**config.mk**
```make
export PLATFORM = sky130hd
export DESIGN_NAME = angle_ramp_scheduler
export DESIGN_NICKNAME = d
export VERILOG_FILES = /design/src/rtl/angle_ctrl_pkg.sv /design/src/rtl/button_debounce.sv /design/src/rtl/angle_ramp_scheduler.sv
export SDC_FILE = /design/constraint.sdc
export NUM_CORES = 1
export LEC_CHECK = 0
export ABC_AREA = 1
export CORE_MARGIN = 2
export CORE_UTILIZATION = 51
export CTS_CLUSTER_SIZE = 20
export DETAILED_ROUTE_END_ITERATION = 16
export HOLD_SLACK_MARGIN = 0.02
export PLACE_DENSITY = 0.73
export SYNTH_ARGS = -nofsm -noshare
export SYNTH_HDL_FRONTEND = slang
export SYNTH_HIERARCHICAL = 1
export SYNTH_SLANG_ARGS = --single-unit
```
**constraint.sdc**
```tcl
create_clock -name i_clock -period 6.1 [get_ports i_clock]
set_clock_uncertainty 0.2 [all_clocks]
set_input_delay 1.22 -clock i_clock [delete_from_list [all_inputs] [get_ports i_clock]]
set_output_delay 1.22 -clock i_clock [all_outputs]
set_load 0.05 [all_outputs]
```
**src/rtl/angle_ctrl_pkg.sv**
```systemverilog
// angle_ctrl_pkg: shared widths, radian scaling, ramp states and small helpers for the angle front-end.
package angle_ctrl_pkg;
   localparam int ANGLE_W = 9;
   localparam int RAD_SCALE = 1787;
   localparam int RAD_SHIFT = 10;
   typedef enum logic {ST_IDLE, ST_RAMP} ramp_state_t;
   function automatic logic [31:0] to_rad(input logic [ANGLE_W-1:0] deg);
      return (32'(deg) * 32'(RAD_SCALE)) >> RAD_SHIFT;
   endfunction
   function automatic logic [ANGLE_W-1:0] step_toward(input logic [ANGLE_W-1:0] cur,
                                                     input logic [ANGLE_W-1:0] tgt);
      return (cur < tgt) ? cur + 1'b1 : (cur > tgt) ? cur - 1'b1 : cur;
   endfunction
endpackage

```
**src/rtl/button_debounce.sv**
```systemverilog
// button_debounce: 2-FF synchronizer, stable-sample debouncer and one-cycle press pulse for an active-low button.
module button_debounce #(
   parameter int DEB_CYCLES = 50000
) (
   input  logic i_clock,
   input  logic i_reset,
   input  logic i_btn,
   output logic o_press
);
   localparam int CW = $clog2(DEB_CYCLES + 1);
   logic [1:0] sync;
   logic [CW-1:0] cnt;
   logic level;
   logic settle;
   assign settle = (sync[1] != level) && (cnt == CW'(DEB_CYCLES - 1));
   always_ff @(posedge i_clock or negedge i_reset)
      if (!i_reset) begin
         sync <= 2'b11;
         cnt <= '0;
         level <= 1'b1;
         o_press <= 1'b0;
      end else begin
         sync <= {sync[0], i_btn};
         cnt <= (sync[1] == level || settle) ? '0 : cnt + 1'b1;
         level <= settle ? sync[1] : level;
         o_press <= settle && !sync[1];
      end
endmodule

```
**src/rtl/angle_ramp_scheduler.sv**
```systemverilog
// angle_ramp_scheduler: shared up/down/select buttons edit theta/phi targets; applied angles follow them.
// Define ANGLE_RAMP_EN for the 1 deg per RAMP_DIV-cycle ramp; otherwise applied angles copy targets after one cycle.
module angle_ramp_scheduler
   import angle_ctrl_pkg::*;
#(
   parameter int DEB_CYCLES = 50000,
   parameter int RAMP_DIV = 100000,
   parameter int THETA_INIT = 180,
   parameter int THETA_MIN = 30,
   parameter int THETA_MAX = 180,
   parameter int THETA_STEP = 5,
   parameter int PHI_INIT = 0,
   parameter int PHI_MAX = 90,
   parameter int PHI_STEP = 2
) (
   input  logic               i_clock,
   input  logic               i_reset,
   input  logic               i_btn_up,
   input  logic               i_btn_down,
   input  logic               i_btn_sel,
   output logic               o_sel,
   output logic [ANGLE_W-1:0] o_disp_deg,
   output logic [ANGLE_W-1:0] o_theta_deg,
   output logic [ANGLE_W-1:0] o_phi_deg,
   output logic [31:0]        o_theta32,
   output logic [31:0]        o_phi32,
   output logic               o_busy
);
   logic up_ev, dn_ev, sel_ev, step;
   logic [ANGLE_W-1:0] theta_tgt, phi_tgt, theta_nxt, phi_nxt;
   logic [ANGLE_W-1:0] theta_up, theta_dn, phi_up, phi_dn;

   button_debounce #(.DEB_CYCLES(DEB_CYCLES)) u_up (
      .i_clock(i_clock), .i_reset(i_reset), .i_btn(i_btn_up), .o_press(up_ev));
   button_debounce #(.DEB_CYCLES(DEB_CYCLES)) u_down (
      .i_clock(i_clock), .i_reset(i_reset), .i_btn(i_btn_down), .o_press(dn_ev));
   button_debounce #(.DEB_CYCLES(DEB_CYCLES)) u_sel (
      .i_clock(i_clock), .i_reset(i_reset), .i_btn(i_btn_sel), .o_press(sel_ev));

   // limits are compared before stepping so the 9-bit target never wraps or underflows
   assign theta_up = (int'(theta_tgt) + THETA_STEP >= THETA_MAX) ? ANGLE_W'(THETA_MAX)
                                                                 : theta_tgt + ANGLE_W'(THETA_STEP);
   assign theta_dn = (int'(theta_tgt) <= THETA_MIN + THETA_STEP) ? ANGLE_W'(THETA_MIN)
                                                                 : theta_tgt - ANGLE_W'(THETA_STEP);
   assign phi_up = (int'(phi_tgt) + PHI_STEP >= PHI_MAX) ? ANGLE_W'(PHI_MAX)
                                                         : phi_tgt + ANGLE_W'(PHI_STEP);
   assign phi_dn = (int'(phi_tgt) <= PHI_STEP) ? '0 : phi_tgt - ANGLE_W'(PHI_STEP);
   assign step = !sel_ev && (up_ev ^ dn_ev);
   assign theta_nxt = (step && !o_sel) ? (up_ev ? theta_up : theta_dn) : theta_tgt;
   assign phi_nxt = (step && o_sel) ? (up_ev ? phi_up : phi_dn) : phi_tgt;
   assign o_disp_deg = o_sel ? phi_tgt : theta_tgt;

   always_ff @(posedge i_clock or negedge i_reset)
      if (!i_reset) begin
         o_sel <= 1'b0;
         theta_tgt <= ANGLE_W'(THETA_INIT);
         phi_tgt <= ANGLE_W'(PHI_INIT);
      end else begin
         o_sel <= o_sel ^ sel_ev;
         theta_tgt <= theta_nxt;
         phi_tgt <= phi_nxt;
      end

`ifdef ANGLE_RAMP_EN
   localparam int TW = $clog2(RAMP_DIV + 1);
   ramp_state_t state, state_nxt;
   logic [TW-1:0] tick, tick_nxt;
   logic differ, wrap;
   assign differ = (o_theta_deg != theta_tgt) || (o_phi_deg != phi_tgt);
   assign wrap = (state == ST_RAMP) && (tick == TW'(RAMP_DIV - 1));
   always_comb begin
      state_nxt = differ ? ST_RAMP : ST_IDLE;
      tick_nxt = (state == ST_RAMP && state_nxt == ST_RAMP && !wrap) ? tick + 1'b1 : '0;
   end
   always_ff @(posedge i_clock or negedge i_reset)
      if (!i_reset) begin
         state <= ST_IDLE;
         tick <= '0;
         o_busy <= 1'b0;
         o_theta_deg <= ANGLE_W'(THETA_INIT);
         o_phi_deg <= ANGLE_W'(PHI_INIT);
      end else begin
         state <= state_nxt;
         tick <= tick_nxt;
         o_busy <= (state_nxt == ST_RAMP);
         o_theta_deg <= wrap ? step_toward(o_theta_deg, theta_tgt) : o_theta_deg;
         o_phi_deg <= wrap ? step_toward(o_phi_deg, phi_tgt) : o_phi_deg;
      end
`else
   // without the ramp there is never a pending move; RAMP_DIV only shapes the ramp build
   assign o_busy = (RAMP_DIV < 1);
   always_ff @(posedge i_clock or negedge i_reset)
      if (!i_reset) begin
         o_theta_deg <= ANGLE_W'(THETA_INIT);
         o_phi_deg <= ANGLE_W'(PHI_INIT);
      end else begin
         o_theta_deg <= theta_tgt;
         o_phi_deg <= phi_tgt;
      end
`endif

   always_ff @(posedge i_clock or negedge i_reset)
      if (!i_reset) begin
         o_theta32 <= to_rad(ANGLE_W'(THETA_INIT));
         o_phi32 <= to_rad(ANGLE_W'(PHI_INIT));
      end else begin
         o_theta32 <= to_rad(o_theta_deg);
         o_phi32 <= to_rad(o_phi_deg);
      end
endmodule

```
### After elaboration in Yosys (flattened, before gate mapping)

Index checks and enable logic that the tools add are counted.

| storage, ports and cells | value |
|---|---|
| register bits after elaboration | 117 |
| latch bits | 0 |
| memory bits (writable) | 0 |
| bits in read-only memories | 0 |
| output and inout bits | 93 |
| logic and storage cells | 72 |
| memories | 0 |

| cells by class | value |
|---|---|
| add/sub/neg operators | 9 |
| multiply operators | 2 |
| div/mod/pow operators | 0 |
| order comparisons | 4 |
| equality and inequality tests | 9 |
| shift operators | 0 |
| multiplexer cells | 10 |
| bitwise gates (word level) | 2 |
| reduce and logical (&&, ||, !) cells | 17 |

Operators with widths:

| operator | count |
|---|---|
| $mux W9 | 7 |
| $add A16 B1 Y16 const B | 3 |
| $eq A16 B16 Y1 const B | 3 |
| $mux W16 | 3 |
| $mul A9 B11 Y20 const B | 2 |
| $add A9 B2 Y10 const B | 1 |
| $add A9 B3 Y10 const B | 1 |
| $ge A10 B7 Y1 const B | 1 |
| $ge A10 B8 Y1 const B | 1 |
| $add A9 B2 Y9 const B | 1 |
| $add A9 B3 Y9 const B | 1 |
| $le A9 B2 Y1 const B | 1 |
| $le A9 B6 Y1 const B | 1 |
| $logic_and A1 B1 Y1 | 9 |
| $sub A9 B2 Y9 const B | 1 |
| $sub A9 B3 Y9 const B | 1 |
| $logic_not A1 Y1 | 5 |
| $eq A1 B1 Y1 | 3 |
| $logic_or A1 B1 Y1 | 3 |
| $ne A1 B1 Y1 | 3 |
| $xor A1 B1 Y1 | 2 |

### Depth between registers and ports, before layout

| logic depth | value |
|---|---|
| depth after elaboration | 4 |
| mapped depth | 20 |
| gate-level depth less buffers | 19 |

### Modules after synthesis

The synthesis kept the hierarchy.

By module, submodules not included:

| module | instances | cells each | area an instance (sq um) | sequential area each (sq um) |
|---|---|---|---|---|
| angle_ramp_scheduler | 1 | 868 | 7085.5 | 1392.6 |
| button_debounce | 3 | 132 | 1057.3 | 504.2 |

### Least setup slack after synthesis

OpenSTA, ideal clock, no wires.

| timing path | value |
|---|---|
| kind | register to register |
| start | reg o_theta_deg[6] |
| end | reg o_theta32[8] |
| setup time | 0.075 ns |
| data arrival time | 4.036 ns |
| required time | 5.825 ns |
| slack | 1.790 ns |
| cell stages (with the launch flop) | 17 |
| buffers on the path | 0 |
| clock period less this slack | 4.310 ns |
| path through | dfrtp_1 fa_1 fa_1 fa_1 inv_1 fa_1 inv_1 ha_1 nand2_1 nor2_1 inv_1 nor2_1 nor2_1 nand2_1 nand2_1 nand3_1 xor2_1 |

| on the way | value |
|---|---|
| longest elaborated chain between the ends | 1 |

Ends and longest elaborated chain:

| item | line | text |
|---|---|---|
| start: declaration | angle_ramp_scheduler.sv:23 | `output logic [ANGLE_W-1:0] o_theta_deg,` |
| start signal: assignment | angle_ramp_scheduler.sv:94 | `o_theta_deg <= ANGLE_W'(THETA_INIT);` |
| start signal: assignment | angle_ramp_scheduler.sv:97 | `o_theta_deg <= theta_tgt;` |
| $mul A9 B11 Y20 | angle_ctrl_pkg.sv:8 | `return (32'(deg) * 32'(RAD_SCALE)) >> RAD_SHIFT;` |
| end signal: assignment | angle_ramp_scheduler.sv:104 | `o_theta32 <= to_rad(ANGLE_W'(THETA_INIT));` |
| end signal: assignment | angle_ramp_scheduler.sv:107 | `o_theta32 <= to_rad(o_theta_deg);` |
| end: declaration | angle_ramp_scheduler.sv:25 | `output logic [31:0] o_theta32,` |

Every way passes these cells.
A chain may end at the register's enable or synchronous reset.

### Worst setup path after layout

| timing path | value |
|---|---|
| start | reg o_theta_deg[7] |
| end | reg o_theta32[7] |

The elaborated chain is that of the path after synthesis.

==> implementation parameters <==
Parameter                              Value

Critical path
  Category of cells accounting for the largest share of critical-path delay ... adder cells
  Crit Reg-Reg Startpoint ... o_theta_deg[7]$_DFF_PN1_
  FF-to-FF path depth ... 12
  Endpoint class of the critical path ... flip-flop
  Kind of start point of the critical path ... flip-flop
  Slack of the worst reg-to-reg path ... ~1.8 ns
  Category of the most critical setup path ... reg -> reg
  Crit path buf inv count ... 2
  Crit path top cell by count ... sky130_fd_sc_hd__fa_1
  Crit-path slowest cell ... sky130_fd_sc_hd__dfstp_2
  Maximum fanout count along the critical path ... 7
  Stage delay of the slowest cell on the critical path ... ~0.6 ns
  Worst R2R End ... o_theta32[7]$_DFF_PN0_
  Data arrival time of the critical path ... 4.40 ns
  Critical Path, Cell by Cell ... fa_1 -> fa_1 -> fa_1 -> inv_1 -> fa_1 -> inv_1 -> ha_1 -> a21oi_1 -> o21ai_0 -> a21oi_1 -> o21ai_0 -> xor2_1
  Worst EP required ... a little over 6 ns

Synth
  Post-synthesis instance area ... 10300 µm²
  Simple-Gate Fraction of Synth Area ... between 20% and 30%
  Share of synthesized area spent on multiplexers ... 0%
  Commonest register cell after synthesis ... sky130_fd_sc_hd__dfrtp_1
  Mean area per synthesized cell ... 8.11 µm²
  XOR/XNOR Fraction of Synth Area ... 5.46%
  Post-synthesis sequential area ratio ... 28.3%
  Share of async-settable or async-resettable flops after synthesis ... 100%
  Warnings, synthesis ... 6
  Post-Synth Adder-Cell Area ... 24.4%
  Largest family of logic cells by synthesized area ... adder cells
  Count of cell types in the netlist ... 41
  Gate Count Post-Synth ... 1264
  Area fraction in compound gates after synthesis ... 6.79%
  Seq cells post-synth ... 115
  Count of flip-flops with a built-in enable after synthesis ... 0

Timing
  Final Critical Period ... 4.31 ns
  Final setup violation count ... 0
  Worst hold margin ... between 0.15 and 0.2 ns
  RSZ-0062 raised after global routing ... no
  Worst Max-Slew Pin Slew ... 0.789 ns
  Remaining max-slew budget at the tightest pin ... a little under half
  Maximum achievable frequency ... 232 MHz
  Setup TNS ... 0 ns
  Final Hold Vio Count ... 0
  Final number of max-transition violations ... 0
  Post-route clock period utilization ... between 70% and 80%

Placement
  Placed Area ... 10800 µm²
  Half-perimeter wire length after detailed placement ... 16000 µm
  Final weighted congestion in routability-driven placement ... 0.907
  IO Port Bufs ... a little over 50

Route
  Wirelength, routed ... 20600 µm
  Number of vias after detailed routing ... 7860
  Antenna viol nets, final ... 0
  Detailed router's first-iteration violation count ... 516
  Vias per cell ... 4.93
  Length of the first detailed-routing pass in iterations ... 5
  DRC viols ... 0
  Routed length per instance ... ~13 µm

Layout
  Fraction of layout cells with a size suffix above 1 ... 8.06%
  Most common cell after layout, fill and taps aside ... sky130_fd_sc_hd__nand2_1
  Cell area after layout ... 11400 µm²
  Layout overhead on the synthesized area ... 10.7%
  Final layout net count ... 1484
  Number of inserted diodes ... 0
  Post-layout utilization of the core ... between 50% and 60%
  Most frequent cells in the layout ... sky130_fd_sc_hd__nand2_1, sky130_fd_sc_hd__inv_1, sky130_fd_sc_hd__nor2_1, sky130_fd_sc_hd__ha_1, sky130_fd_sc_hd__dfrtp_1

Die
  Initial Utilization ... 52.4%
  FP Rows ... 51
  DIE HEIGHT ... 146 µm
  Overall die area ... approximately 21000 µm²
  Placeable Area ... 19600 µm²
  I/O pin count ... 98
  Width of the die ... 146 µm

Global routing
  Global Route Usage Sum ... 20.1%
  Global-route wire length before repair ... approximately 35000 µm
  Antenna violations before repair ... 0
  Number of global-route vias before repair ... 7587
  Aggregate global routing overflow ... 0
  Largest net degree at the start of global routing ... 65

Pwr
  Cell leakage power ... 6.01 nW
  Pwr dens ... 159 nW/µm²
  Peak VDD IR ... 0.000171 V

Clocking
  Number of instances resized during post-cts repair ... 0
  Clock tree sinks ... 115
  Htree depth ... 4
  CTS tree ... yes
  Total CTS buffers ... 17
  Worst skew pair latency ... 0.42 ns
  Register clock-pin slew on the reported worst setup and hold paths ... 0.06 ns
  Clock tree root buffer cell ... sky130_fd_sc_hd__clkbuf_16
  CTS Buffer Depth ... 2
  Hold-fix buffer count after cts ... 0
  Post CTS Setup Buffer Count ... 0

Min path
  Source of the worst hold timing path ... u_sel/sync[0]$_DFF_PN1_
  Worst hold path type ... reg -> reg
  Worst hold endpoint ... u_sel/sync[1]$_DFF_PN1_
  Worst Hold Path Cells ... 0

Flow run
  Maxcap violations ... 0

Status
  Run status ... finished clean
==> per-layer routing <==
| metal | track usage (%) | part of all wire [%] |
|---|---|---|
| met2 | 33.1 | 49 |
| met4 | 5.93 | 1.3 |
| met1 | 27.3 | 47 |
| met3 | 3.39 | 3.5 |
| met5 | 0 | 0 |
==> cell type report <==
class / count / area, µm²
Inverter: 216 / 811
Sequential cell: 115 / 2910
Fill cell: 1752 / 8230
Clock inverter: 14 / 130
Multi-Input combinational cell: 914 / 6240
Clock buffer: 17 / 425
Tap cell: 265 / 332
Timing Repair Buffer: 52 / 515
==> synthesized netlist by cell type, types with 2 or more instances <==
cell type	number	share of area [%]
sky130_fd_sc_hd__nand2_1	250	9.1
sky130_fd_sc_hd__inv_1	210	7.7
sky130_fd_sc_hd__nor2_1	126	4.6
sky130_fd_sc_hd__ha_1	101	12
sky130_fd_sc_hd__dfrtp_1	93	23
sky130_fd_sc_hd__fa_1	62	12
sky130_fd_sc_hd__nand3_1	57	2.8
sky130_fd_sc_hd__buf_4	50	3.7
sky130_fd_sc_hd__xor2_1	48	4.1
sky130_fd_sc_hd__o21ai_0	40	2.0
sky130_fd_sc_hd__a21oi_1	38	1.9
sky130_fd_sc_hd__nand4_1	25	1.5
sky130_fd_sc_hd__dfstp_2	22	5.6
sky130_fd_sc_hd__xnor2_1	16	1.4
sky130_fd_sc_hd__nor3_1	12	0.59
sky130_fd_sc_hd__nand2_2	11	0.67
sky130_fd_sc_hd__o21bai_1	11	0.81
sky130_fd_sc_hd__nor2_2	9	0.55
sky130_fd_sc_hd__o21ai_1	9	0.44
sky130_fd_sc_hd__nor2_4	8	0.88
sky130_fd_sc_hd__a21o_1	7	0.51
sky130_fd_sc_hd__buf_2	6	0.29
sky130_fd_sc_hd__inv_2	6	0.22
sky130_fd_sc_hd__clkbuf_1	5	0.18
sky130_fd_sc_hd__nor3_2	5	0.49
sky130_fd_sc_hd__or2_2	5	0.30
sky130_fd_sc_hd__a21boi_1	4	0.29
sky130_fd_sc_hd__buf_8	3	0.44
sky130_fd_sc_hd__nand2_4	3	0.33
sky130_fd_sc_hd__nand3_2	3	0.29
sky130_fd_sc_hd__nand3b_1	3	0.22
sky130_fd_sc_hd__o211ai_1	3	0.22
sky130_fd_sc_hd__a21boi_0	2	0.15
sky130_fd_sc_hd__a31oi_1	2	0.12
sky130_fd_sc_hd__conb_1	2	0.073
sky130_fd_sc_hd__o31ai_1	2	0.15
==> sequential cells by signal, summed over array words and instances, names as in the netlist, 2 cells and up <==
name         flops
u_up/sync        2
u_sel/cnt       16
theta_tgt        9
o_theta32       10
o_theta_deg      9
phi_tgt          8
u_down/sync      2
o_phi_deg        8
u_up/cnt        16
u_sel/sync       2
o_phi32         10
u_down/cnt      16
==> worst reg2reg max path, stage by stage, from the launching register on <==
cell and delay (ns):
sky130_fd_sc_hd__dfstp_2 0.60, sky130_fd_sc_hd__fa_1 0.54, sky130_fd_sc_hd__fa_1 0.52, sky130_fd_sc_hd__fa_1 0.55, sky130_fd_sc_hd__inv_1 0.06, sky130_fd_sc_hd__fa_1 0.52
sky130_fd_sc_hd__inv_1 0.04, sky130_fd_sc_hd__ha_1 0.36, sky130_fd_sc_hd__a21oi_1 0.24, sky130_fd_sc_hd__o21ai_0 0.13, sky130_fd_sc_hd__a21oi_1 0.13, sky130_fd_sc_hd__o21ai_0 0.13
sky130_fd_sc_hd__xor2_1 0.16
==> where the power goes <==
part	leakage [nW]	internal [mW]	total [mW]	switching [mW]
registers	1.52	0.772	0.777	0.00490
logic	4.24	0.00924	0.0978	0.0886
clock network	0.258	0.560	0.934	0.374
total	6.01	1.34	1.81	0.468
==> kinds of logic (layout without fill, tap and decap cells) <==
logic type,after synthesis,after routing
AO/OA/AOI/OAI,122,122
XOR/XNOR,64,64
adder cells (fa/ha/maj),163,163
buffers and inverters,280,299
flip-flops,115,115
other,2,47
AND/OR/NAND/NOR,518,518
==> stage by stage <==
| step | cells | power [mW] | setup slack (ns) |
|---|---|---|---|
| finish | 1593 | 1.81 | 1.79 |
| global route | 1593 | 1.87 | 1.44 |
| CTS | 1593 | 1.83 | 1.77 |
| detailed placement | 1562 | 0.889 | 1.81 |
| global placement | 1562 | 0.888 | 1.86 |
| floorplan | 1309 | 0.892 | 1.79 |
==> how the worst max path moves through the flow <==
stage / startpoint / end / cells past startpoint
after global routing: o_theta_deg[7]$_DFF_PN1_ / o_theta32[8]$_DFF_PN1_ / 17
after detailed placement: o_theta_deg[7]$_DFF_PN1_ / o_theta32[8]$_DFF_PN1_ / 16
after floorplan: o_theta_deg[6]$_DFF_PN0_ / o_theta32[8]$_DFF_PN1_ / 16
final: o_theta_deg[7]$_DFF_PN1_ / o_theta32[7]$_DFF_PN0_ / 12
after global placement: o_theta_deg[7]$_DFF_PN1_ / o_theta32[8]$_DFF_PN1_ / 16
after CTS: o_theta_deg[7]$_DFF_PN1_ / o_theta32[7]$_DFF_PN0_ / 12
Power figures use the tool's default switching activity.
